### src/rtl/xc20xx_lut_cfg_loader_if.sv
// Serial config bus between the configuration controller and the LUT loader.
// Controller drives the gated bitstream; loader returns INIT tables and status.
interface xc20xx_lut_cfg_loader_if #(
   parameter int NUM_LUTS = 4
);
   logic                    din;
   logic                    din_valid;
   logic                    restart;
   logic [16*NUM_LUTS-1:0]  init_flat;
   logic                    busy;
   logic                    done;
   logic                    err;

   modport master (
      output din, din_valid, restart,
      input  init_flat, busy, done, err
   );

   modport slave (
      input  din, din_valid, restart,
      output init_flat, busy, done, err
   );
endinterface

### src/rtl/xc20xx_lut_cfg_loader.sv
// XC20XX LUT4 INIT loader: sync hunt, framed 16-bit words with stop bit,
// whole-slot commit into the INIT bus, DONE/ERR status.
module xc20xx_lut_cfg_loader #(
   parameter int          NUM_LUTS = 4,
   parameter logic [7:0]  SYNC     = 8'hF2
) (
   input  logic                  clk,
   input  logic                  rst_n,
   xc20xx_lut_cfg_loader_if.slave cfg
);
   localparam int FW = (NUM_LUTS > 1) ? $clog2(NUM_LUTS) : 1;
   localparam logic [FW-1:0] LAST = FW'(NUM_LUTS - 1);

   typedef enum logic [2:0] {
      S_HUNT,
      S_DATA,
      S_STOP,
      S_DONE,
      S_ERROR
   } state_t;

   state_t           state;
   state_t           state_nx;
   logic [7:0]       win;
   logic [7:0]       win_nx;
   logic [15:0]      shadow;
   logic [3:0]       bit_cnt;
   logic [FW-1:0]    frame_idx;
   logic [15:0]      slot [NUM_LUTS];
   logic             sync_hit;
   logic             last;

   assign win_nx   = {win[6:0], cfg.din};
   assign sync_hit = (win_nx == SYNC);
   assign last     = (frame_idx == LAST);

   // State register.
   always_ff @(posedge clk or negedge rst_n) begin
      if (!rst_n) begin
         state <= S_HUNT;
      end else begin
         state <= state_nx;
      end
   end

   // Next state: restart wins, otherwise advance only on valid bits.
   always_comb begin
      state_nx = state;
      if (cfg.restart) begin
         state_nx = S_HUNT;
      end else if (cfg.din_valid) begin
         unique case (state)
            S_HUNT:  if (sync_hit) state_nx = S_DATA;
            S_DATA:  if (bit_cnt == 4'd15) state_nx = S_STOP;
            S_STOP: begin
               if (!cfg.din)  state_nx = S_ERROR;
               else if (last) state_nx = S_DONE;
               else           state_nx = S_DATA;
            end
            default: state_nx = state;
         endcase
      end
   end

   // Sync window, shadow word, counters and committed INIT slots.
   always_ff @(posedge clk or negedge rst_n) begin
      if (!rst_n) begin
         win       <= '0;
         shadow    <= '0;
         bit_cnt   <= '0;
         frame_idx <= '0;
         for (int i = 0; i < NUM_LUTS; i++) slot[i] <= '0;
      end else if (cfg.restart) begin
         win       <= '0;
         shadow    <= '0;
         bit_cnt   <= '0;
         frame_idx <= '0;
      end else if (cfg.din_valid) begin
         unique case (state)
            S_HUNT: begin
               if (sync_hit) begin
                  win       <= '0;
                  bit_cnt   <= '0;
                  frame_idx <= '0;
               end else begin
                  win <= win_nx;
               end
            end
            S_DATA: begin
               shadow  <= {shadow[14:0], cfg.din};
               bit_cnt <= bit_cnt + 4'd1;
            end
            S_STOP: begin
               if (cfg.din) begin
                  for (int i = 0; i < NUM_LUTS; i++) begin
                     if (frame_idx == FW'(i)) slot[i] <= shadow;
                  end
                  if (!last) begin
                     frame_idx <= frame_idx + 1'b1;
                     bit_cnt   <= '0;
                  end
               end
            end
            default: ;
         endcase
      end
   end

   assign cfg.busy = (state == S_DATA) || (state == S_STOP);
   assign cfg.done = (state == S_DONE);
   assign cfg.err  = (state == S_ERROR);

   for (genvar g = 0; g < NUM_LUTS; g++) begin : g_flat
      assign cfg.init_flat[16*g +: 16] = slot[g];
   end
endmodule

### src/flat_wrapper.sv
// flat-port wrapper written by rule: the top's interface ports become plain ports
module xc20xx_lut_cfg_loader_flat 
#(
   parameter int          NUM_LUTS = 4,
   parameter logic [7:0]  SYNC     = 8'hF2
)
  (clk, rst_n, cfg_din, cfg_din_valid, cfg_restart, cfg_init_flat, cfg_busy, cfg_done, cfg_err);
  xc20xx_lut_cfg_loader_if #(.NUM_LUTS(NUM_LUTS)) cfg_i ();
  input  logic clk;
  input  logic rst_n;
  input wire logic [$bits(cfg_i.din)-1:0] cfg_din;
  input wire logic [$bits(cfg_i.din_valid)-1:0] cfg_din_valid;
  input wire logic [$bits(cfg_i.restart)-1:0] cfg_restart;
  output wire logic [$bits(cfg_i.init_flat)-1:0] cfg_init_flat;
  output wire logic [$bits(cfg_i.busy)-1:0] cfg_busy;
  output wire logic [$bits(cfg_i.done)-1:0] cfg_done;
  output wire logic [$bits(cfg_i.err)-1:0] cfg_err;
  assign cfg_i.din = cfg_din;
  assign cfg_i.din_valid = cfg_din_valid;
  assign cfg_i.restart = cfg_restart;
  assign cfg_init_flat = cfg_i.init_flat;
  assign cfg_busy = cfg_i.busy;
  assign cfg_done = cfg_i.done;
  assign cfg_err = cfg_i.err;
  xc20xx_lut_cfg_loader #(.NUM_LUTS(NUM_LUTS), .SYNC(SYNC)) u_core (.clk(clk), .rst_n(rst_n), .cfg(cfg_i));
endmodule
### config.mk
export PLATFORM = sky130hd
export DESIGN_NAME = xc20xx_lut_cfg_loader_flat
export DESIGN_NICKNAME = d
export VERILOG_FILES = /design/src/rtl/xc20xx_lut_cfg_loader_if.sv /design/src/rtl/xc20xx_lut_cfg_loader.sv /design/src/flat_wrapper.sv
export SDC_FILE = /design/constraint.sdc
export NUM_CORES = 1
export LEC_CHECK = 0
export ABC_AREA = 1
export BUFFER_PORTS_ARGS = -buffer_cell sky130_fd_sc_hd__buf_4
export CAP_MARGIN = 0
export CORE_MARGIN = 4
export CORE_UTILIZATION = 45
export DETAILED_ROUTE_END_ITERATION = 7
export PLACE_DENSITY_LB_ADDON = 0.08
export SLEW_MARGIN = 10
export SYNTH_ARGS = -nofsm -noshare
export SYNTH_HDL_FRONTEND = slang
export SYNTH_SLANG_ARGS = --single-unit
### constraint.sdc
create_clock -name clk -period 4.8 [get_ports clk]
set_clock_uncertainty 0.1 [all_clocks]
set_input_delay 0.24 -clock clk [delete_from_list [all_inputs] [get_ports clk]]
set_output_delay 0.24 -clock clk [all_outputs]
set_load 0.02 [all_outputs]
Word level (Yosys, flattened, before mapping)

Index checks and enable logic that the tools add are counted.

Flip-flop bits (word level): 96
Bits of input ports: 5
Output and inout port bits: 67
Logic and storage cells: 68

$add $sub $neg: 2
Equality and inequality tests: 13
Muxes and demuxes: 26
Bitwise operators: 1
Reductions and logical operators: 17

Operators by type and width:

| cell                  | number |
|---|---|
| $mux W16              | 3 |
| $reduce_and A5 Y1     | 6 |
| $mux W7               | 4 |
| $mux W4               | 5 |
| $mux W3               | 5 |
| $mux W2               | 6 |
| $pmux W4 S3           | 1 |
| $pmux W3 S3           | 1 |
| $eq A8 B8 Y1 const B  | 1 |
| $eq A3 B2 Y1 const B  | 2 |
| $ne A3 B2 Y1 const B  | 2 |
| $ne A3 B3 Y1 const B  | 2 |
| $reduce_bool A2 Y1    | 3 |
| $add A4 B1 Y4 const B | 1 |
| $eq A2 B2 Y1 const B  | 2 |
| $eq A4 B4 Y1 const B  | 1 |
| $pmux W2 S2           | 1 |
| $reduce_and A2 Y1     | 2 |
| $reduce_and A4 Y1     | 1 |
| $reduce_bool A4 Y1    | 1 |
| $eq A3 B1 Y1 const B  | 1 |
| $eq A3 B3 Y1 const B  | 1 |
| $logic_not A3 Y1      | 1 |
| $reduce_bool A3 Y1    | 1 |
| 5 further kinds       | 5 |

Depth between registers and ports, before layout

Gate-level depths: netlist of run 1.

Depth in word-level cells: 6
Depth in mapped cells: 10
Gate-level depth less buffers: 10

Least setup slack after synthesis of run 1

No wires, ideal clock.

Path type: register to register
From: reg u_core.frame_idx[0]
To: reg u_core.frame_idx[0]
Setup time: 0.127 ns
Arrival time: 1.353 ns
Data required time: 4.573 ns
Slack: 3.220 ns
Cell stages (with the launch flop): 7
Path buffers: 0
Clock period less this slack: 1.580 ns
Path through: dfrtp_1 -> ha_1 -> or2_2 -> nand2_1 -> nand2_1 -> nor2_1 -> o21ai_0

Word-level cells in the longest chain between the ends: 6
Elaborated cells between the ends (all ways): 9
Those cells by class: add/sub (1); eq/ne (2); mux (5); reduce/logical (1)

Ends and longest elaborated chain:

| element                | line                        | source |
|---|---|---|
| from (decl)            | xc20xx_lut_cfg_loader.sv:28 | `logic [FW-1:0] frame_idx;` |
| from (signal assigned) | xc20xx_lut_cfg_loader.sv:99 | `frame_idx <= frame_idx + 1'b1;` |
| $add A2 B1 Y2          | xc20xx_lut_cfg_loader.sv:99 |  |
| $mux W2                | xc20xx_lut_cfg_loader.sv:98 | `if (!last) begin` |
| $mux W2                | xc20xx_lut_cfg_loader.sv:94 | `if (cfg.din) begin` |
| $pmux W2 S2            | xc20xx_lut_cfg_loader.sv:79 | `unique case (state)` |
| $mux W2                | xc20xx_lut_cfg_loader.sv:78 | `end else if (cfg.din_valid) begin` |
| $mux W2                | xc20xx_lut_cfg_loader.sv:73 | `end else if (cfg.restart) begin` |

Several ways; a longest one is shown, not always the timed one. The select of a mux whose other input is x is not followed.
A chain may end at the register's enable or synchronous reset.

Worst setup path in the final report of run 1

From: reg u_core.state[2]
To: reg u_core.shadow[9]

Word-level cells in the longest chain between the ends: 3

Ends and longest elaborated chain:

| element                      | line                        | source |
|---|---|---|
| from (decl)                  | xc20xx_lut_cfg_loader.sv:22 | `state_t state;` |
| from (signal assigned)       | xc20xx_lut_cfg_loader.sv:42 | `state <= state_nx;` |
| $eq A3 B1 Y1                 | xc20xx_lut_cfg_loader.sv:79 |  |
| $reduce_bool A2 Y1 (no line) | -                           |  |
| $reduce_and A2 Y1 (no line)  | -                           |  |
| to (signal assigned)         | xc20xx_lut_cfg_loader.sv:90 | `shadow <= {shadow[14:0], cfg.din};` |
| to (decl)                    | xc20xx_lut_cfg_loader.sv:26 | `logic [15:0] shadow;` |

Every way passes these cells.

==> results of run 1 <==
-- cell type report --
cell class,instances,area share (%)
inverters,35,2.77
multi-input cells,263,28.2
clock buffers,10,2.90
repair buffers,73,11.6
flip-flops and latches,96,50.7
well taps,108,2.85
clock inverters,6,1.03
-- layout by cell type (no fill, tap or decap) --
| cell | instances |
|---|---|
| inv_6 | 4 |
| or2_2 | 1 |
| nand2_2 | 5 |
| inv_2 | 1 |
| dlygate4sd3_1 | 1 |
| nand3_1 | 28 |
| o22ai_1 | 3 |
| xnor2_1 | 1 |
| nor2_4 | 2 |
| ha_1 | 5 |
| a21oi_1 | 3 |
| clkinv_2 | 1 |
| nand3_2 | 1 |
| nand4_1 | 7 |
| nor2_1 | 18 |
| o21ai_0 | 24 |
| clkbuf_8 | 10 |
| inv_1 | 34 |
| nand2_1 | 98 |
| clkinv_4 | 1 |
| o21ai_1 | 42 |
| buf_4 | 72 |
| dfrtp_1 | 96 |
| o21ai_2 | 23 |
| nor3_1 | 2 |
-- cells by family after synthesis --
group | Yosys count
xor gates and xnor gates | 1
adders and majority gates | 5
AOI/OAI and AO/OA | 95
and+or+nand+nor | 162
buffers and inverters | 51
DFF | 96
-- final timing paths --
check	slack, ns	end
min in group asynchronous	0.36	u_core.cfg.init_flat[32]$_DFFE_PN0P_
max in group asynchronous	3.23	u_core.cfg.init_flat[44]$_DFFE_PN0P_
hold reg to reg	0.39	u_core.cfg.init_flat[6]$_DFFE_PN0P_
setup reg to reg	2.69	u_core.shadow[9]$_DFFE_PN0P_
hold / removal	0.07	u_core.shadow[0]$_DFFE_PN0P_
setup / recovery	2.69	u_core.shadow[9]$_DFFE_PN0P_
-- power by group --
part	internal [mW]	switching (mW)
clock	0.210	0.295
combinational	0.0763	0.201
sequential	0.839	0.0299
-- sequential cells by signal, indices dropped and copies added, names as in the netlist --
signal	count
u_core.shadow	16
u_core.bit_cnt	4
u_core.state	3
u_core.win	7
u_core.cfg.init_flat	64
u_core.frame_idx	2
-- tightest hold or removal path, stage by stage --
cell and delay, ns:
buf_4 0.11, nand3_1 0.07, o21ai_0 0.06
-- per-layer routing --
layer | vias up | part of all wire [%]
met5 | - | 0
met4 | 0 | 0.98
met3 | 10 | 4.9
met2 | 75 | 44
met1 | 1451 | 50
li1 | 1494 | -
-- per-stage QoR --
stage | instance area (µm²) | cells
after global placement | 4550 | 574
after global routing | 4740 | 591
after CTS | 4740 | 591
after detailed placement | 4550 | 574
after floorplan | 4010 | 410
final | 4740 | 591
==> flow_summary_export.csv, run 1 <==
group,metric,value,unit
outcome,outcome,"complete, no violations",
setup_path,r2r-start,"u_core.state[2]$_DFFE_PN0P_",
sta,maxSlewHeadroom,24.5,%
logic_synthesis,synthTopCellsByArea,"dfrtp_1 60%, nand2_1 9.2%, o21ai_1 5.2%",
detailed_routing,vias_per_cell,5.13,
clock_network,h-tree-depth,3,
setup_path,slowest_delay,0.90,ns
placement,dp.final_hpwl,6.12,mm
cells_and_area,seq_area,0.00240,mm²
logic_synthesis,synth.area.mux_share,0,%
sta,setup_tns,0,ns
clock_network,clock_tree.buffer_depth,2,
logic_synthesis,yosysSeqAreaShare,59.9,%
detailed_routing,dr.pass1.iters,6,
logic_synthesis,avgSynthCellArea,9.78,µm²
global_routing,grt_util_met2,26.8,%
cells_and_area,area_growth,18.2,%
power,total_power,1.65,mW
logic_synthesis,synth_fa_ha_area_share,1.56,%
global_routing,grt_antenna_before_repair,0,
detailed_routing,wl_per_cell,15.2,µm
cells_and_area,multi_input_area,0.00134,mm²
min_path,hp-start,"cfg_din",
setup_path,required,4.97,ns
setup_path,worstPathCellList,"inv_2 -> nand3_1 -> nor2_1 -> nand3_1 -> o21ai_0",
clock_network,cts_num_sinks,96,
logic_synthesis,synthFlopType,"dfrtp_1",
sta,drv_slew,0,
global_routing,grtUsageMet3,3.34,%
setup_path,path_buf_inv,1,
logic_synthesis,ys_seq_elements,96,
sta,tightest_slew,1.13,ns
die,rows,34,
logic_synthesis,syn_inst,410,
setup_path,cp_top_family,"simple AND/OR/NAND/NOR gates",
clock_network,clkLatencyLatePin,0.36,ns
die,chipWidth,102,µm
die,io_pins,72,
logic_synthesis,synth-simple-area-share,17.4,%
logic_synthesis,synth_common_cells,"98 x nand2_1, 96 x dfrtp_1, 42 x o21ai_1",
clock_network,cts_setup_buffers,0,
global_routing,top_usage_layer,"met2",
logic_synthesis,yosys.area.top_type,"dfrtp_1",
cells_and_area,fin_util,54.6,%
logic_synthesis,synth_most_common_cell,"nand2_1",
logic_synthesis,synthArstFlopShare,100,%
setup_path,arrival,2.28,ns
clock_network,clk_pin_slew,0.10,ns
clock_network,cts_made_buffers,9,
logic_synthesis,synth-compound-area-share,14.1,%
die,start_util,46.2,%
logic_synthesis,synth_fp_nets,420,
detailed_routing,postRouteAntennaNets,0,
setup_path,startpoint,"u_core.state[2]$_DFFE_PN0P_",
setup_path,crit_top_cell,"nand3_1",
setup_path,cp.depth,5,
sta,post-route-period-util,44.0,%
setup_path,crit_type,"flop to flop",
detailed_routing,drc,0,
clock_network,cts_tree,"done",
sta,fin_hold_ws,0.0670,ns
logic_synthesis,yosysWarnings,0,
min_path,holdPathStages,3,
cells_and_area,antenna_cells,0,
flow_run,drv_cap,0,
min_path,hold_class,"input port to flop",
cells_and_area,fill_cells,814,
clock_network,post_cts_resized,0,
sta,setup_violations,0,
sta,max_freq,473,MHz
placement,gp_congestion,0.845,
die,core_area,0.00868,mm²
sta,fin_crit,2.11,ns
sta,setup_ws,2.69,ns
placement,portBuffers,71,
setup_path,crit_fanout,16,
global_routing,grt_max_degree,56,
logic_synthesis,synth_top_family_by_area,"simple AND/OR/NAND/NOR gates",
global_routing,grt_pass1_wl,14.7,mm
global_routing,grt_pass1_vias,2891,
global_routing,grt_util_all_layers,18.0,%
cells_and_area,nNetsFinal,488,
logic_synthesis,yosysUniqueCellTypes,23,
power,peakVddDrop,0.172,mV
setup_path,end_kind,"flop",
global_routing,gr-total-overflow,0,
logic_synthesis,synth_xor_area_share,0.218,%
setup_path,worstSetupStartpointType,"flop",
setup_path,slowest_stage,"nor2_1",
logic_synthesis,syn_area,0.00401,mm²
logic_synthesis,synth_top_cell_area_share,59.9,%
detailed_routing,drtIter0Drc,147,
sta,rsz0062_at_grt,"no",
placement,preCtsSetupSlack,2.75,ns
detailed_routing,wirelength,8.98,mm
die,fp.dieH,102,µm
clock_network,cts_root_buffer,"clkbuf_8",
clock_network,cts_hold_buf,1,
logic_synthesis,synth_edf_count,0,
global_routing,use_met1,26.7,%
detailed_routing,num_vias,3030,
power,p_per_area,348,mW/mm²
power,p_leak,2.28,nW
sta,hold_violations,0,
die,die-area,0.0105,mm²
setup_path,reg2reg_depth,5,
cells_and_area,drive_above_1_share,25.1,%
(Power assumes the default switching activity.)
==> run 2: changes to the inputs <==
==> constraint.sdc (replaced) <==
create_clock -name clk -period 1.9 [get_ports clk]
set_clock_uncertainty 0.1 [all_clocks]
set_input_delay 0.095 -clock clk [delete_from_list [all_inputs] [get_ports clk]]
set_output_delay 0.095 -clock clk [all_outputs]
set_load 0.02 [all_outputs]
==> run 2 against run 1 <==
Utilization up 1.6 points. Die area is the same. Count of clock-buffer cells in the layout decreased by 1. Final cell count grew 2.4%. Non-clock buffer count is 14 higher. Sequential share of layout area is 1.4 points lower. First-iteration DRC count down 30%. Critical path depth rose by 1. Register-to-register slack lost 2.5 ns. Critical endpoint is now u_core.bit_cnt[1]$_DFFE_PN0P_.
==> flow_summary_export.csv, run 2 (synthesized netlist as in run 1, its figures left out) <==
group,metric,value,unit
die,core_area,0.00868,mm²
cells_and_area,antenna_cells,0,
setup_path,slowest_stage,"dfrtp_1",
sta,post-route-period-util,91.1,%
clock_network,clkLatencyLatePin,0.36,ns
setup_path,cp_top_family,"simple AND/OR/NAND/NOR gates",
clock_network,h-tree-depth,3,
global_routing,grt_pass1_wl,14.8,mm
die,start_util,46.2,%
sta,maxSlewHeadroom,73.9,%
sta,setup_tns,0,ns
flow_run,drv_cap,0,
detailed_routing,drtIter0Drc,103,
global_routing,gr-total-overflow,0,
setup_path,slowest_delay,0.43,ns
power,peakVddDrop,0.491,mV
detailed_routing,num_vias,3052,
clock_network,cts_num_sinks,96,
setup_path,path_buf_inv,0,
global_routing,grt_max_degree,38,
die,chipWidth,102,µm
power,p_per_area,862,mW/mm²
detailed_routing,postRouteAntennaNets,0,
placement,dp.final_hpwl,6.42,mm
clock_network,cts_tree,"done",
clock_network,clk_pin_slew,0.10,ns
die,io_pins,72,
sta,fin_crit,1.73,ns
setup_path,crit_type,"flop to flop",
setup_path,required,2.05,ns
setup_path,arrival,1.88,ns
sta,max_freq,578,MHz
detailed_routing,drc,0,
die,die-area,0.0105,mm²
detailed_routing,wirelength,8.94,mm
sta,fin_hold_ws,0.0440,ns
setup_path,end_kind,"flop",
clock_network,cts_root_buffer,"clkbuf_8",
sta,tightest_slew,0.390,ns
cells_and_area,seq_area,0.00240,mm²
placement,gp_congestion,0.816,
global_routing,grt_util_all_layers,18.3,%
detailed_routing,dr.pass1.iters,5,
die,rows,34,
setup_path,crit_top_cell,"nand2_1",
setup_path,worstSetupStartpointType,"flop",
cells_and_area,drive_above_1_share,27.0,%
cells_and_area,final_area,0.00488,mm²
clock_network,cts_setup_buffers,0,
clock_network,clock_tree.buffer_depth,2,
placement,portBuffers,71,
die,fp.dieH,102,µm
cells_and_area,final_cell_mix,"98 x nand2_1, 96 x dfrtp_1, 82 x buf_4, 42 x o21ai_1, 34 x inv_1",
sta,drv_slew,0,
detailed_routing,wl_per_cell,14.8,µm
detailed_routing,vias_per_cell,5.04,
sta,rsz0062_at_grt,"no",
sta,hold_violations,0,
cells_and_area,fill_cells,797,
clock_network,cts_made_buffers,9,
global_routing,grt_antenna_before_repair,0,
cells_and_area,largest_reg_flops,64,
outcome,outcome,"complete, no violations",
setup_path,worstPathCellList,"ha_1 -> or2_2 -> nand2_1 -> nand4_1 -> nand2_1 -> nand2_1",
power,p_leak,2.35,nW
cells_and_area,area_growth,21.6,%
sta,setup_violations,0,
placement,dpl-instance-area,0.00466,mm²
global_routing,grt_pass1_vias,2948,
cells_and_area,layout_commonest_cell,"nand2_1",
cells_and_area,nNetsFinal,502,
setup_path,crit_fanout,6,
cells_and_area,multi_input_area,0.00134,mm²
min_path,hold_class,"input port to flop",
## run 2: cell types whose count changed in the layout (fill, tap and decap cells not counted), sizes merged
cell	delta
dlygate4sd3	+2
clkbuf	-1
buf	+12
clkinvlp	+1
## run 2: what timing repair did
| item | in CTS | in global routing |
|---|---|---|
| hold endpoints to repair | 103 | 0 |
| gates resized for setup | 0 | 1 |
| setup endpoints to repair | 0 | 1 |
| hold buffers | 3 | 0 |
## run 2: where the power goes
| group | switching [mW] | internal [mW] | total, mW |
|---|---|---|---|
| Sequential | 0.0740 | 2.12 | 2.19 |
| Clock | 0.782 | 0.504 | 1.29 |
| Combinational | 0.506 | 0.221 | 0.727 |
| Total | 1.36 | 2.84 | 4.21 |
## run 2: tightest hold or removal path, stage by stage
cell and delay, ns:
buf_4 0.13, o21ai_0 0.11, nand3_1 0.09, nand2_1 0.05
## run 2: path summary, 6_finish.rpt
path,end,slack [ns],cells after the start,start
worst min-delay path,u_core.state[0]$_DFFE_PN0P_,0.04,4,cfg_restart
worst min register to register,u_core.cfg.init_flat[59]$_DFFE_PN0P_,0.39,2,u_core.cfg.init_flat[59]$_DFFE_PN0P_
max in group asynchronous,u_core.cfg.init_flat[2]$_DFFE_PN0P_,1.04,3,rst_n
worst max-delay path,u_core.bit_cnt[1]$_DFFE_PN0P_,0.17,6,u_core.frame_idx[0]$_DFFE_PN0P_
min in group asynchronous,u_core.cfg.init_flat[32]$_DFFE_PN0P_,0.07,2,rst_n
worst max register to register,u_core.bit_cnt[1]$_DFFE_PN0P_,0.17,6,u_core.frame_idx[0]$_DFFE_PN0P_
## run 2: metrics by stage
stage | power [mW] | utilization [%] | worst slack, ns | instances
3_5_place_dp | 2.95 | 53.7 | 0.134 | 586
3_3_place_gp | 2.95 | 53.7 | 0.176 | 586
5_1_grt | 4.43 | 56.2 | 0.0330 | 605
4_1_cts | 4.24 | 56.2 | 0.115 | 605
2_1_floorplan | 2.71 | - | 0.320 | 410
6_report | 4.21 | 56.2 | 0.170 | 605
## run 2: final cells by class
type	instances	share of cell area, %
multi-input combinational	263	27.4
timing repair buffer	87	14.1
clock inverter	7	1.26
clock buffer	9	2.54
sequential	96	49.2
tap	108	2.77
inverter	35	2.69
## run 2: metal layers
metal  global-route usage, %  wire (µm)  vias up
li1                        -          -     1515
met1                    26.3       4280     1459
met2                    28.0       4060       68
met3                    2.80        485       10
met4                    7.27        112        0
met5                       0          0        -
==> run 3: changes to the inputs <==
--- a/config.mk
+++ b/config.mk
@@ -8,11 +8,13 @@
 export ABC_AREA = 1
 export BUFFER_PORTS_ARGS = -buffer_cell sky130_fd_sc_hd__buf_4
 export CAP_MARGIN = 0
+export CELL_PAD_IN_SITES_DETAIL_PLACEMENT = 1
+export CELL_PAD_IN_SITES_GLOBAL_PLACEMENT = 2
 export CORE_MARGIN = 4
-export CORE_UTILIZATION = 45
+export CORE_UTILIZATION = 31
 export DETAILED_ROUTE_END_ITERATION = 7
 export PLACE_DENSITY_LB_ADDON = 0.08
-export SLEW_MARGIN = 10
+export SLEW_MARGIN = 20
 export SYNTH_ARGS = -nofsm -noshare
 export SYNTH_HDL_FRONTEND = slang
 export SYNTH_SLANG_ARGS = --single-unit
==> run 3 against run 2 <==
Worst hold slack worse by 0.016 ns. Worst setup slack better by 0.014 ns. Flip-flop and latch count unchanged. Non-clock buffer count down 1. Cell area up 3.3%. Die area up 41%. Highest routed layer unchanged.
==> flow_summary_export.csv, run 3 (synthesized netlist as in run 1, its figures left out) <==
group,metric,value,unit
min_path,hold_class,"input port to flop",
cells_and_area,seq_area,0.00240,mm²
setup_path,end_kind,"flop",
die,chipWidth,122,µm
cells_and_area,nNetsFinal,501,
sta,post-route-period-util,90.3,%
setup_path,crit_top_cell,"nand2_1",
detailed_routing,vias_per_cell,4.63,
detailed_routing,postRouteAntennaNets,0,
sta,tightest_slew,0.433,ns
global_routing,grt_util_all_layers,14.8,%
clock_network,h-tree-depth,3,
sta,maxSlewHeadroom,71.0,%
setup_path,reg2reg_depth,6,
cells_and_area,antenna_cells,0,
global_routing,grt_pass1_wl,17.1,mm
sta,fin_crit,1.72,ns
power,peakVddDrop,0.461,mV
cells_and_area,multi_input_area,0.00134,mm²
placement,post-place-cells,650,
setup_path,crit_type,"flop to flop",
setup_path,rrSetupSlack,0.18,ns
setup_path,slowest_delay,0.41,ns
sta,max_freq,583,MHz
setup_path,crit_fanout,6,
power,p_leak,2.39,nW
cells_and_area,fin_util,39.9,%
global_routing,gr-total-overflow,0,
die,io_pins,72,
setup_path,worstPathCellList,"ha_1 -> or2_2 -> nand2_1 -> nand4_1 -> nand2_1 -> nand2_1",
cells_and_area,largest_reg_flops,64,
sta,setup_tns,0,ns
sta,fin_hold_ws,0.0285,ns
placement,preCtsSetupSlack,0.165,ns
global_routing,grt_antenna_before_repair,0,
sta,setup_ws,0.184,ns
die,start_util,31.8,%
placement,dpl-instance-area,0.00475,mm²
detailed_routing,wl_per_cell,15.4,µm
cells_and_area,final_area,0.00504,mm²
die,rows,41,
die,die-area,0.0148,mm²
placement,portBuffers,71,
die,core_area,0.0126,mm²
cells_and_area,layout_commonest_cell,"nand2_1",
sta,hold_violations,0,
clock_network,cts_tree,"done",
cells_and_area,drive_above_1_share,26.6,%
placement,gp_congestion,0.799,
cells_and_area,final_cell_mix,"98 x nand2_1, 96 x dfrtp_1, 81 x buf_4, 42 x o21ai_1, 34 x inv_1",
power,total_power,4.62,mW
setup_path,cp.depth,6,
outcome,outcome,"complete, no violations",
cells_and_area,fill_cells,1474,
global_routing,grt_max_degree,43,
sta,setup_violations,0,
setup_path,slowest_stage,"dfrtp_1",
power,p_per_area,916,mW/mm²
detailed_routing,drtIter0Drc,140,
clock_network,clkLatencyLatePin,0.34,ns
placement,dp.final_hpwl,7.42,mm
clock_network,clk_pin_slew,0.07,ns
min_path,holdPathStages,3,
clock_network,cts_made_buffers,9,
die,fp.dieH,122,µm
setup_path,worstSetupStartpointType,"flop",
detailed_routing,dr.pass1.iters,4,
setup_path,path_buf_inv,0,
setup_path,arrival,1.85,ns
clock_network,cts_num_sinks,96,
clock_network,cts_root_buffer,"clkbuf_16",
detailed_routing,drc,0,
clock_network,cts_setup_buffers,0,
global_routing,grt_pass1_vias,3251,
sta,drv_slew,0,
setup_path,required,2.03,ns
detailed_routing,num_vias,3092,
clock_network,clock_tree.buffer_depth,2,
cells_and_area,stdcell_count,668,
detailed_routing,wirelength,10.3,mm
setup_path,cp_top_family,"simple AND/OR/NAND/NOR gates",
cells_and_area,area_growth,25.6,%
sta,rsz0062_at_grt,"no",
flow_run,drv_cap,0,
==> run 3: area by class of cell <==
cell class	instances	share of cell area [%]
clock inverters	5	0.621
clock buffers	11	4.62
multi-input cells	263	26.6
inverters	35	2.61
flip-flops and latches	96	47.7
well taps	172	4.27
repair buffers	86	13.7
==> run 3: worst min-delay path: cells and delay by family <==
| family | cells | cell delay [ns] |
|---|---|---|
| buffers and inverters | 1 | 0.13 |
| AND/OR/NAND/NOR | 1 | 0.12 |
| AO/OA/AOI/OAI | 1 | 0.08 |
==> run 3: what timing repair did <==
action                                  4_1_cts  5_1_grt
hold buffers                                  2        0
hold endpoints to repair                     98        0
gates resized for setup                       0        1
endpoints found under the setup margin        0        2
==> run 3: path summary, 6_finish.rpt <==
kind | start | end
max | u_core.frame_idx[0]$_DFFE_PN0P_ | u_core.bit_cnt[1]$_DFFE_PN0P_
min | cfg_din_valid | u_core.win[0]$_DFFE_PN0P_
max reg2reg | u_core.frame_idx[0]$_DFFE_PN0P_ | u_core.bit_cnt[1]$_DFFE_PN0P_
min reg2reg | u_core.cfg.init_flat[42]$_DFFE_PN0P_ | u_core.cfg.init_flat[42]$_DFFE_PN0P_
max in group asynchronous | rst_n | u_core.shadow[0]$_DFFE_PN0P_
min in group asynchronous | rst_n | u_core.cfg.init_flat[1]$_DFFE_PN0P_
==> run 3: per-layer routing <==
layer / track usage (%) / routed length, µm / vias to the layer above
met3: 2.83 / 428 / 9
met1: 19.0 / 4630 / 1510
met4: 5.74 / 173 / 0
met2: 24.8 / 5070 / 57
li1: - / - / 1516
met5: 0 / 0 / -
==> run 3: where the power goes <==
part / total (mW) / switching (mW) / internal [mW]
logic: 0.759 / 0.535 / 0.223
clock network: 1.66 / 0.774 / 0.887
registers: 2.20 / 0.0767 / 2.12
